<file path="config.mk">
export PLATFORM = sky130hd
export DESIGN_NAME = round_timer
export DESIGN_NICKNAME = d
export VERILOG_FILES = /design/src/rtl/round_timer.sv
export SDC_FILE = /design/constraint.sdc
export NUM_CORES = 1
export LEC_CHECK = 0
export BUFFER_PORTS_ARGS = -buffer_cell sky130_fd_sc_hd__buf_2
export CAP_MARGIN = 40
export CORE_AREA = 2 2 69 71
export CTS_BUF_LIST = sky130_fd_sc_hd__clkbuf_4 sky130_fd_sc_hd__clkbuf_8
export CTS_CLUSTER_SIZE = 20
export DETAILED_ROUTE_END_ITERATION = 6
export DIE_AREA = 0 0 71 73
export GPL_ROUTABILITY_DRIVEN = 0
export PLACE_DENSITY = 0.82
export SLEW_MARGIN = 20
export SYNTH_ARGS = -nofsm -noshare
export SYNTH_HDL_FRONTEND = slang
export SYNTH_SLANG_ARGS = --single-unit
</file>
<file path="constraint.sdc">
create_clock -name clk -period 9.15 [get_ports clk]
set_input_delay 2.2875 -clock clk [delete_from_list [all_inputs] [get_ports clk]]
set_output_delay 2.2875 -clock clk [all_outputs]
set_load 0.03 [all_outputs]
</file>
<file path="src/rtl/round_timer.sv">
// Countdown round timer: prescaled decrement from START_VAL to zero,
// with pause, no-limit mode, BCD digits, warning and expiry strobe.
module round_timer #(
    parameter int CNT_W     = 7,
    parameter int START_VAL = 99,
    parameter int TICK_DIV  = 50000000,
    parameter int WARN_VAL  = 10
) (
    input  logic             clk,
    input  logic             reset,
    input  logic             keep,
    input  logic             start,
    input  logic             infinite,
    output logic [CNT_W-1:0] remain_t,
    output logic [3:0]       tens,
    output logic [3:0]       ones,
    output logic             warn,
    output logic             timeout,
    output logic             timeout_pulse
);

    localparam int PW = (TICK_DIV > 1) ? $clog2(TICK_DIV) : 1;
    localparam logic [PW-1:0]    PRESC_MAX = PW'(TICK_DIV - 1);
    localparam logic [CNT_W-1:0] START_V   = CNT_W'(START_VAL);

    typedef enum logic {
        RUN,
        DONE
    } state_e;

    state_e           state_q, state_d;
    logic [PW-1:0]    presc_q, presc_d;
    logic [CNT_W-1:0] remain_q, remain_d;
    logic             timeout_q, timeout_d;
    logic             pulse_q, pulse_d;
    logic [31:0]      remain_w;

    always_comb begin
        state_d   = state_q;
        presc_d   = presc_q;
        remain_d  = remain_q;
        timeout_d = timeout_q;
        pulse_d   = 1'b0;
        if (start) begin
            state_d   = RUN;
            presc_d   = '0;
            remain_d  = START_V;
            timeout_d = 1'b0;
        end else begin
            unique case (state_q)
                RUN: begin
                    if (!keep && !infinite) begin
                        if (presc_q == PRESC_MAX) begin
                            presc_d = '0;
                            if (remain_q != '0) begin
                                remain_d = remain_q - 1'b1;
                            end
                            // expiry is the 1 -> 0 step
                            if (remain_q == CNT_W'(1)) begin
                                state_d   = DONE;
                                timeout_d = 1'b1;
                                pulse_d   = 1'b1;
                            end
                        end else begin
                            presc_d = presc_q + 1'b1;
                        end
                    end
                end
                DONE: begin
                    presc_d   = '0;
                    remain_d  = '0;
                    timeout_d = 1'b1;
                end
            endcase
        end
    end

    always_ff @(posedge clk) begin
        if (!reset) begin
            state_q   <= RUN;
            presc_q   <= '0;
            remain_q  <= START_V;
            timeout_q <= 1'b0;
            pulse_q   <= 1'b0;
        end else begin
            state_q   <= state_d;
            presc_q   <= presc_d;
            remain_q  <= remain_d;
            timeout_q <= timeout_d;
            pulse_q   <= pulse_d;
        end
    end

    assign remain_w      = 32'(remain_q);
    assign remain_t      = remain_q;
    assign timeout       = timeout_q;
    assign timeout_pulse = pulse_q;

    // values beyond two digits saturate the display at 99
    always_comb begin
        tens = 4'd9;
        ones = 4'd9;
        if (remain_w <= 32'd99) begin
            tens = 4'(remain_w / 32'd10);
            ones = 4'(remain_w % 32'd10);
        end
    end

    assign warn = (remain_w <= unsigned'(WARN_VAL)) && !timeout_q && !infinite;

endmodule

</file>
==> results.cfg, run 1 <==
[global_route]
grt_usage = 0.221
grt_pass1_wl_um = 9250
gr-total-overflow = 0
grt_pass1_vias = 2048
grt_max_degree = 25
antenna_found_initial = 0

[job]
max-cap-violations = 0

[pwr]
power_density_mw_per_mm2 = 109
peakVddDrop_uv = 59.1
p_leak_nw = 0.954

[clock_network]
clk_root_buffer_cell = clkbuf_8
cts.sinks = 36
h-tree-depth = 2
path_clk_slew_ns = 0.08
clk_path_buf_depth = 2
hold_buffers = 0
cts_resized = 0
cts_tree = built
clk_latency_ns = 0.29
postCtsSetupBuffers = 0
numCtsBuffers = 5

[logic_synthesis]
post-synth-top-area-cell = dfxtp_1
synthArstFlopShare = 0
syn-cell-area_mm2 = 0.00238
synthTopCellsByCount = nor2_1, dfxtp_1, nand2_1
synthFlopType = dfxtp_1
yosys.area_share.xor_xnor = 0.0884
synth_mux_area_frac = 0.00632
ys_types = 64
yosysSeqAreaShare = 0.303
synth-compound-area-share = 0.177
synthAdderAreaFrac = 0.0368
synth.net_count = 304
synthSimpleGateAreaFrac = 0.338
synth_edf_count = 0
synth_top_area_frac = 0.303
yosys_warnings = 0
ys_top_cells_by_area = dfxtp_1, nor2_1, xnor2_1
synth_most_common_cell = nor2_1
synth_top_family_by_area = simple AND/OR/NAND/NOR gates
synth-seq-cells = 36
avgSynthCellArea_um2 = 8.14
syn_inst = 292

[die]
die_h_um = 73
initial_core_util = 0.524
rows = 25
die-area_mm2 = 0.00518
die_w_um = 71
ios = 23
core_mm2 = 0.00454

[setup_path]
rr_endpoint = presc_q[16]
crit_arrival_ns = 3.34
critPathKind = flip-flop to output port
ff2ff_setup_slack_ns = 6.67
crit_fanout = 22
crit_path_end_kind = output port
cp_top_family = compound AO/OA/AOI/OAI gates
required_ns = 6.86
crit_buf_inv = 2
slowest_stage = dfxtp_1
start_kind = flip-flop
rr_worst_depth = 7
crit_chain = nor2_1 -> inv_1 -> ha_1 -> nand3b_1 -> o311ai_0 -> a22oi_1 -> a221o_1 -> a211o_1 -> nand2_1 -> buf_2
r2r_start = presc_q[0]
cp_slowest_stage_delay_ns = 0.76

[cells_and_area]
syn_to_final_growth_pct = 7.84
seq_area_um2 = 721
multiInputGateArea_mm2 = 0.00154
nets = 320
antenna_cells = 0
drive_gt1_frac = 0.146
fill_cells = 427

[route]
drtPass1Iterations = 4
via_per_inst = 6.01
drt-total-wl_um = 5320
drt_iter0_markers = 207
ant_nets = 0
avgRoutedWirePerCell_um = 14.7
drc = 0
vias = 2181

[sta]
fin_skew_ns = 0.0129
fin_crit_sh = 0.615
slew_headroom = 0.527
slew_violations = 0
setup_violations = 0
worst_pin_slew_ns = 0.708
report.final.hold_viol_count = 0
final.min_clock_period_ns = 5.62
timing.hold.ws_ns = 0.496
max_freq_mhz = 178
rsz0062_at_grt = false
fin_ws_ns = 3.53
setup_tns_ns = 0

[min_path]
hold_path.class = flip-flop to flip-flop
hold_end = timeout
min_path_cells = 2
hp-start = timeout

[place]
dp_slack_ns = 3.65
port_buffers = 22
dpl.hpwl_um = 3810

[status]
status = complete, no violations
[layer usage]
metal / GRT usage / share of wire / wire, um
met5: 0 / 0 / 0
met3: 0.0456 / 0.053 / 280
met4: 0.0818 / 0.019 / 102
met1: 0.274 / 0.46 / 2420
met2: 0.381 / 0.47 / 2520
[flip-flops by register name, summed over array words and instances (netlist names)]
signal / cells
timeout_pulse: 1
presc_q: 26
remain_t: 7
state_q: 1
timeout: 1
[cell type report]
class | count | area share
timing repair buffer | 22 | 0.0429
sequential | 36 | 0.281
clock inverter | 3 | 0.00732
tap | 54 | 0.0264
clock buffer | 5 | 0.0268
inverter | 11 | 0.0161
multi-input combinational | 232 | 0.599
[placed cells by master (no fill, tap or decap), types with 5 or more instances in the layout]
| master | instances |
|---|---|
| nor3_1 | 7 |
| o21ai_0 | 11 |
| xnor2_1 | 12 |
| clkbuf_8 | 5 |
| nand3_1 | 16 |
| nor2_1 | 40 |
| buf_2 | 22 |
| ha_1 | 7 |
| xor2_1 | 12 |
| nand2b_1 | 6 |
| inv_1 | 11 |
| a21oi_1 | 16 |
| dfxtp_1 | 36 |
| and3_1 | 5 |
| nand2_1 | 22 |
| nand4_1 | 6 |
[power breakdown]
group          switching [W]  leakage, nW   total (W)  internal, W
registers        0.000000175        0.290    0.000157     0.000157
logic             0.00000699        0.616  0.00000990   0.00000290
clock network      0.0000595       0.0479    0.000113    0.0000530
total              0.0000667        0.954    0.000279     0.000213
[cell families after synthesis]
| group | Yosys count |
|---|---|
| and+or+nand+nor | 142 |
| adders and majority gates | 7 |
| AOI/OAI and AO/OA | 58 |
| muxes | 1 |
| DFF | 36 |
| xor gates and xnor gates | 24 |
| buffers and inverters | 24 |
[worst max-delay path by stage]
stage / start / end / slack, ns / depth (start not counted)
detailed placement: infinite / warn / 3.65 / 4
finish: remain_t[5] / ones[2] / 3.53 / 10
global placement: infinite / warn / 3.70 / 4
global route: remain_t[5] / ones[2] / 3.20 / 10
CTS: remain_t[5] / ones[2] / 3.56 / 10
floorplan: infinite / warn / 3.62 / 2
[worst min-delay path, cell delays in order, from the launching register on]
cell	delay (ns)
dfxtp_1	0.34
inv_1	0.06
a21oi_1	0.05
[metrics by stage]
stage / power (W) / util / cell area [um^2] / instances
3_5_place_dp: 0.000170 / 0.546 / 2480 / 355
5_1_grt: 0.000290 / 0.565 / 2560 / 363
6_report: 0.000279 / 0.565 / 2560 / 363
4_1_cts: 0.000282 / 0.565 / 2560 / 363
2_1_floorplan: 0.000168 / - / 2380 / 292
3_3_place_gp: 0.000170 / 0.546 / 2480 / 355
Note: power is estimated with default switching activity, not from simulation.
==> inputs of run 2 (changes only) <==
--- a/config.mk
+++ b/config.mk
@@ -13,7 +13,7 @@
 export DETAILED_ROUTE_END_ITERATION = 6
 export DIE_AREA = 0 0 71 73
 export GPL_ROUTABILITY_DRIVEN = 0
-export PLACE_DENSITY = 0.82
+export PLACE_DENSITY = 0.85
 export SLEW_MARGIN = 20
 export SYNTH_ARGS = -nofsm -noshare
 export SYNTH_HDL_FRONTEND = slang
==> constraint.sdc (replaced) <==
create_clock -name clk -period 4.9 [get_ports clk]
set_input_delay 1.225 -clock clk [delete_from_list [all_inputs] [get_ports clk]]
set_output_delay 1.225 -clock clk [all_outputs]
set_load 0.03 [all_outputs]
==> run 2 against run 1 <==
  * Die area did not move
  * Largest power group unchanged
  * Total power up 84%
  * Cell count down 0.28%
  * Combinational power increased by 81%
  * Clock skew is 0.0062 ns lower
  * Sequential share of layout area rose by 0.069 points
  * Wire length shrank 2.3%
==> results.cfg, run 2 (synthesis results as in run 1) <==
[setup_path]
cp_top_family = compound AO/OA/AOI/OAI gates
r2r_start = presc_q[0]
worstSetupStartpoint = remain_t[5]
crit_arrival_ns = 3.32
ff2ff_setup_slack_ns = 2.51
rr_worst_depth = 7
crit_buf_inv = 2
critPathKind = flip-flop to output port
start_kind = flip-flop
crit_fanout = 22
cp_slowest_stage_delay_ns = 0.73
required_ns = 3.67
slowest_stage = dfxtp_1
crit_chain = nor2_1 -> inv_1 -> ha_1 -> nand3b_1 -> o311ai_0 -> a22oi_1 -> a221o_1 -> a211o_1 -> nand2_1 -> buf_2
crit_path_end_kind = output port
cp.depth = 10

[die]
rows = 25
die-area_mm2 = 0.00518
die_w_um = 71
ios = 23
core_mm2 = 0.00454
initial_core_util = 0.524
die_h_um = 73

[sta]
fin_skew_ns = 0.00670
worst_pin_slew_ns = 0.704
rsz0062_at_grt = false
report.final.hold_viol_count = 0
slew_violations = 0
setup_violations = 0
setup_tns_ns = 0
max_freq_mhz = 220
slew_headroom = 0.530
fin_crit_sh = 0.927
final.min_clock_period_ns = 4.54
fin_ws_ns = 0.357

[clock_network]
postCtsSetupBuffers = 0
clk_root_buffer_cell = clkbuf_8
numCtsBuffers = 5
cts_tree = built
cts_resized = 0
path_clk_slew_ns = 0.07
h-tree-depth = 2
hold_buffers = 0
clk_latency_ns = 0.29
cts.sinks = 36
clk_path_buf_depth = 2

[min_path]
hp-start = presc_q[25]
min_path_cells = 2
hold_path.class = flip-flop to flip-flop

[cells_and_area]
layout_common_cells = nor2_1, dfxtp_1, nand2_1, buf_2
fill_cells = 425
drive_gt1_frac = 0.143
final_core_utilization = 0.564
stdcell_count = 362
antenna_cells = 0
final_common_cell = nor2_1
top_register = presc_q
syn_to_final_growth_pct = 7.58
nets = 320
largest_reg_flops = 26

[global_route]
grt_pass1_wl_um = 8960
grt_use_met3 = 0.0442
grt_max_degree = 25
busiest_layer = met2
grt_usage = 0.217
grt_util_met1 = 0.268
grt_pass1_vias = 1985
gr-total-overflow = 0
met2_usage = 0.364
antenna_found_initial = 0

[place]
port_buffers = 22
place_inst = 355
dp_slack_ns = 0.709
dpl.hpwl_um = 3800

[route]
via_per_inst = 5.83
drc = 0
drt-total-wl_um = 5200
drt_iter0_markers = 148
ant_nets = 0
vias = 2110
avgRoutedWirePerCell_um = 14.4
drtPass1Iterations = 4

[status]
status = complete, no violations

[job]
max-cap-violations = 0

[pwr]
power_density_mw_per_mm2 = 201
peakVddDrop_uv = 204
total_power_w = 0.000514
p_leak_nw = 0.951
==> run 2: cell types whose count changed in the layout (fill, tap and decap cells not counted) <==
| cell | change |
|---|---|
| clkbuf_4 | +1 |
| clkinv_2 | -1 |
| clkinv_4 | -1 |
==> run 2: routing by layer <==
layer	vias to the layer above	wire (um)
met5	-	0
met4	0	144
met3	11	179
met2	47	2570
met1	976	2300
li1	1076	-
==> run 2: path summary, 6_finish.rpt <==
| kind | endpoint |
|---|---|
| max | ones[2] |
| min | presc_q[25] |
| max reg2reg | presc_q[16] |
| min reg2reg | presc_q[25] |
==> run 2: through the flow <==
step / hold WS, ns / area, um^2
final: 0.487 / 2560
after global routing: 0.530 / 2560
after CTS: 0.487 / 2560
after detailed placement: 0.477 / 2480
after global placement: 0.467 / 2480
after floorplan: 0.453 / 2380
==> run 2: final cells by class <==
type / instances / area (um^2) / share of cell area
clock buffer: 6 / 76.3 / 0.0298
inverter: 11 / 41.3 / 0.0161
sequential: 36 / 721 / 0.282
timing repair buffer: 22 / 110 / 0.0431
clock inverter: 1 / 5.00 / 0.00196
tap: 54 / 67.6 / 0.0264
multi-input combinational: 232 / 1540 / 0.601
==> run 2: tightest hold or removal path, delay by kind of cell, from the launching register on <==
family	cells	cell delay (ns)
AOI/OAI and AO/OA	2	0.13
DFF	1	0.31
==> run 2: report_power, final <==
group | internal [W] | total (W) | switching [W]
Sequential | 0.000293 | 0.000293 | 0.000000310
Combinational | 0.00000541 | 0.0000179 | 0.0000125
Clock | 0.000102 | 0.000203 | 0.000101
Total | 0.000400 | 0.000514 | 0.000114
